==> config.mk <==
export PLATFORM = sky130hd
export DESIGN_NAME = alu_result_stage
export DESIGN_NICKNAME = d
export VERILOG_FILES = /design/src/rtl/alu_result_stage.sv
export SDC_FILE = /design/constraint.sdc
export NUM_CORES = 1
export LEC_CHECK = 0
export CAP_MARGIN = 10
export CORE_UTILIZATION = 45
export CTS_BUF_LIST = sky130_fd_sc_hd__clkbuf_4 sky130_fd_sc_hd__clkbuf_8
export CTS_CLUSTER_DIAMETER = 80
export CTS_CLUSTER_SIZE = 30
export DETAILED_ROUTE_END_ITERATION = 10
export PLACE_DENSITY = 0.95
export RECOVER_POWER = 100
export SYNTH_ARGS = -nofsm -noshare
export SYNTH_HDL_FRONTEND = slang
export SYNTH_SLANG_ARGS = --single-unit
==> constraint.sdc <==
create_clock -name clk -period 3.4 [get_ports clk]
set_clock_uncertainty 0.15 [all_clocks]
set_input_delay 0.85 -clock clk [delete_from_list [all_inputs] [get_ports clk]]
set_output_delay 0.85 -clock clk [all_outputs]
set_load 0.05 [all_outputs]
==> src/rtl/alu_result_stage.sv <==
// Execute-to-writeback pipeline register behind the miniRISC ALU: result/carry capture,
// branch resolution against the architectural carry flag, writeback controls and retire count.
module alu_result_stage #(
    parameter int DATA_W = 32,
    parameter int REG_AW = 5
) (
    input  logic              clk,
    input  logic              rst_n,
    input  logic              flush,
    input  logic              in_valid,
    output logic              in_ready,
    input  logic [DATA_W-1:0] in_result,
    input  logic              in_carry,
    input  logic              in_carry_we,
    input  logic              in_we,
    input  logic [REG_AW-1:0] in_dest,
    input  logic [2:0]        in_br_type,
    input  logic [DATA_W-1:0] in_src,
    input  logic [DATA_W-1:0] in_br_target,
    output logic              out_valid,
    input  logic              out_ready,
    output logic              wb_en,
    output logic [REG_AW-1:0] wb_addr,
    output logic [DATA_W-1:0] wb_data,
    output logic              br_taken,
    output logic [DATA_W-1:0] br_target,
    output logic              carry_flag,
    output logic [31:0]       retired
);

    // Handshake: a transfer happens on a port when valid && ready are both high at the
    // rising edge; valid never depends on ready, and flush suppresses both transfers.
    localparam logic [2:0] BR_NONE = 3'b000;
    localparam logic [2:0] BR_ALW  = 3'b001;
    localparam logic [2:0] BR_LTZ  = 3'b010;
    localparam logic [2:0] BR_Z    = 3'b011;
    localparam logic [2:0] BR_NZ   = 3'b100;
    localparam logic [2:0] BR_CY   = 3'b101;
    localparam logic [2:0] BR_NCY  = 3'b110;

    logic accept;
    logic out_fire;
    logic branch_cond;
    logic dest_nonzero;

    assign in_ready     = !flush && (!out_valid || out_ready);
    assign accept       = in_valid && in_ready;
    assign out_fire     = out_valid && out_ready && !flush;
    assign dest_nonzero = (in_dest != '0);

    // Conditions read the flag as it stands before this instruction's own carry update.
    always_comb begin
        branch_cond = 1'b0;
        case (in_br_type)
            BR_NONE: branch_cond = 1'b0;
            BR_ALW:  branch_cond = 1'b1;
            BR_LTZ:  branch_cond = in_src[DATA_W-1];
            BR_Z:    branch_cond = (in_src == '0);
            BR_NZ:   branch_cond = (in_src != '0);
            BR_CY:   branch_cond = carry_flag;
            BR_NCY:  branch_cond = !carry_flag;
            default: branch_cond = 1'b0;
        endcase
    end

    always_ff @(posedge clk or negedge rst_n) begin
        if (!rst_n) begin
            out_valid <= 1'b0;
            br_taken  <= 1'b0;
        end else if (flush) begin
            out_valid <= 1'b0;
            br_taken  <= 1'b0;
        end else if (accept) begin
            out_valid <= 1'b1;
            br_taken  <= branch_cond;
        end else if (out_fire) begin
            out_valid <= 1'b0;
        end
    end

    always_ff @(posedge clk or negedge rst_n) begin
        if (!rst_n) begin
            wb_en     <= 1'b0;
            wb_addr   <= '0;
            wb_data   <= '0;
            br_target <= '0;
        end else if (accept) begin
            wb_en     <= in_we && dest_nonzero;
            wb_addr   <= in_dest;
            wb_data   <= in_result;
            br_target <= in_br_target;
        end
    end

    always_ff @(posedge clk or negedge rst_n) begin
        if (!rst_n) begin
            carry_flag <= 1'b0;
        end else if (accept && in_carry_we) begin
            carry_flag <= in_carry;
        end
    end

    always_ff @(posedge clk or negedge rst_n) begin
        if (!rst_n) begin
            retired <= '0;
        end else if (out_fire) begin
            retired <= retired + 32'd1;
        end
    end

endmodule

==> results.txt <==
----------------------------------------------------
[Global route]
  Wire length of the first global-routing pass ... 18100 µm
  Top Usage Layer GRT ... met2
  Number of global-route vias before repair ... 3666
  Total grt overflow ... 0
  Number of antenna violations at the first check in global routing ... 0
  Largest net degree at the start of global routing ... 75
  GRT met3 Usage ... 0.0603
  Met2 usage ... 0.409
  GR Layer Usage met1 ... 0.269
  Aggregate global-route resource usage ... 0.230

[Worst hold path]
  Min-Delay Path Class ... register to register
  Instance count along the most critical hold path ... 1
  Start point of the worst min-delay path ... retired[30]

[Clocking]
  Inserted Clock Buffers ... 9
  Clock root buffer ... sky130_fd_sc_hd__clkbuf_8
  Number of sinks on the clock net ... 105
  H-tree depth reported by CTS ... 3
  CTS Hold Bufs ... 0
  Worst-skew pair later-pin latency ... 350 ps
  Count of instances resized after the clock tree is built ... 0
  Clock slew at the register clock pins of the worst setup and hold paths ... 90 ps
  TritonCTS clock tree ... built
  Post-CTS Setup Inserts ... 0
  Number of buffers between clock root and the deepest sink ... 2

[Detailed routing]
  Average routed wire per standard cell ... 16.8 µm
  First-pass DRT Iterations ... 4
  DR iter-0 viols ... 91
  Vias ... 3411
  Drt total wl ... 11200 µm
  DRC violation count after routing ... 0
  Vias per cell ... 5.11
  Post-detailed-route count of antenna-violating nets ... 0

[Timing]
  Setup tns final ... 0 ps
  Number of max-slew violations in the final report ... 0
  Highest clock rate ... 317 MHz
  Final-report setup violation count ... 0
  Max-slew headroom ... 0.0408
  Unrepaired setup endpoints after global routing ... false
  Slew @ Worst Pin ... 1440 ps
  Final min period ... 3150 ps
  Final Hold Vio Count ... 0
  Share of the clock period used by the worst path after layout ... 0.927

[Floorplanning]
  Die Width ... 101 µm
  # rows ... 35
  Core ar. ... 9370 µm²
  Die Ht ... 101 µm
  Total die area ... 10200 µm²
  Total I/O pin count ... 218
  Initial standard-cell utilization of the core ... 0.470

[Pwr]
  Worst-case vdd ir drop ... 0.313 mV
  Leakage power ... 0.00294 µW
  Overall power ... 3690 µW
  Pwr dens ... 535 nW/µm²

[Critical path]
  CP arrival ... 2150 ps
  Critical Setup Path Class ... input port to output port
  Required time reported for the critical path endpoint ... 2400 ps
  Reg2Reg Depth ... 4
  Peak fanout along the critical path ... 3
  Critical path launch point ... out_ready
  Startpoint type of the worst setup path ... input port
  Capturing element type of the critical path ... output port
  FF-to-FF Start ... out_valid

[Synthesis]
  Post-synth ARST share ... 1.00
  Largest cells by area after synthesis ... sky130_fd_sc_hd__dfrtp_1 60%, sky130_fd_sc_hd__mux2_2 18%, sky130_fd_sc_hd__xnor2_1 5.0%
  Fraction of synthesized cell area taken by the top area cell type ... 0.596
  Total number of yosys warnings ... 0
  Synthesized cell area ... 4410 µm²
  Synthesized instance count ... 311
  Yosys reg bits ... 105
  Count leader, synth ... sky130_fd_sc_hd__dfrtp_1
  Synthesized area per cell ... 14.2 µm²
  Library cell with the largest summed area after synthesis ... sky130_fd_sc_hd__dfrtp_1
  Number of enable-type register cells in the synthesized netlist ... 0
  Most numerous cell types in the synthesized netlist ... 105 x sky130_fd_sc_hd__dfrtp_1, 70 x sky130_fd_sc_hd__mux2_2, 25 x sky130_fd_sc_hd__xnor2_1
  Post-Synthesis Net Count ... 424
  Distinct cell type count of the synthesized netlist ... 37
  Share of synthesized area occupied by flip-flops and latches ... 0.596
  Most common flop cell mapped by yosys ... sky130_fd_sc_hd__dfrtp_1

[Cells and area]
  ANT cells ... 0
  Number of inserted filler cells in the final layout ... 641
  Relative area change from synthesis to final layout ... 56.2%
  Multi-input logic area ... 1670 µm²
  Sequential cell area ... 2630 µm²
  Fraction of layout instances using a drive strength above 1 ... 0.175
  Net total in the final layout ... 647

[Placed design]
  Final estimated routing congestion in global placement ... 0.809
  Quantity of I/O buffers inserted on ports ... 217
  Half-perimeter wire length after detailed placement ... 8750 µm

[Status]
  Run status ... finished clean

[Flow run]
  Total of max-cap violations ... 0

----------------------------------------------------
metal layers:
metal,share of wire,routed length (µm),vias to the layer above
met2,0.54,6040,122
met3,0.057,636,19
met5,0,0,-
li1,-,-,1570
met4,0.017,195,0
met1,0.39,4360,1700
cells by family (layout without fill, tap and decap cells):
family,count (synthesis),after routing,share of synthesized area
AOI/OAI and AO/OA,9,9,0.0145
xor gates and xnor gates,31,31,0.0616
adders and majority gates,1,1,0.00284
buffers and inverters,13,240,0.0227
DFF,105,105,0.596
muxes,71,71,0.181
and+or+nand+nor,81,81,0.121
worst max-delay path: stages:
cell                             delay (ps)
sky130_fd_sc_hd__dlygate4sd3_1          570
sky130_fd_sc_hd__nor2b_1                320
sky130_fd_sc_hd__nor2_1                  90
sky130_fd_sc_hd__dlymetal6s2s_1         320
cell type report:
cell class,instances,share of cell area
clock buffer,11,0.0220
sequential,105,0.381
inverter,4,0.00218
timing repair buffer,221,0.318
clock inverter,4,0.0111
tap,129,0.0234
multi-input combinational,193,0.242
per-stage QoR:
stage | setup WS, ps | hold WS, ps | utilization | std cells | instance area [µm²]
after floorplan | 846 | 404 | - | 311 | 4410
after global placement | 470 | 326 | 0.716 | 652 | 6710
after detailed placement | 432 | 334 | 0.716 | 652 | 6710
after CTS | 423 | 349 | 0.741 | 667 | 6940
after global routing | 191 | 371 | 0.735 | 667 | 6890
final | 249 | 345 | 0.735 | 667 | 6890
power breakdown:
part / internal [µW] / switching, µW / total [µW]
Sequential: 1420 / 101 / 1520
Clock: 453 / 406 / 859
Combinational: 474 / 838 / 1310
flip-flops by register name, indices dropped and copies added, names as in the netlist:
| register | flops |
|---|---|
| out_valid | 1 |
| retired | 32 |
| br_target | 32 |
| carry_flag | 1 |
| wb_addr | 5 |
| wb_data | 32 |
| br_taken | 1 |
| wb_en | 1 |
path summary, 6_finish.rpt:
path	end	slack (ps)
min reg2reg	retired[30]	350
min	retired[30]	350
min in group asynchronous	retired[15]	670
max in group asynchronous	wb_data[20]	820
max	in_ready	250
max reg2reg	br_target[13]	1040
cell usage in the layout, fill, tap and decap left out, drive strengths merged, types with 2 or more instances in the layout:
cell type      count
nor3               8
and2               3
nand4             17
clkbuf            16
and3               3
nand2             12
and4               2
nor3b              2
bufinv             2
nand3             10
nor2               7
dlygate4sd3      107
xor2               6
mux2              71
or4                2
xnor2             25
a21oi              2
dfrtp            105
nor4              11
inv                4
clkdlybuf4s50    108
Note: power is estimated with default switching activity, not from simulation.
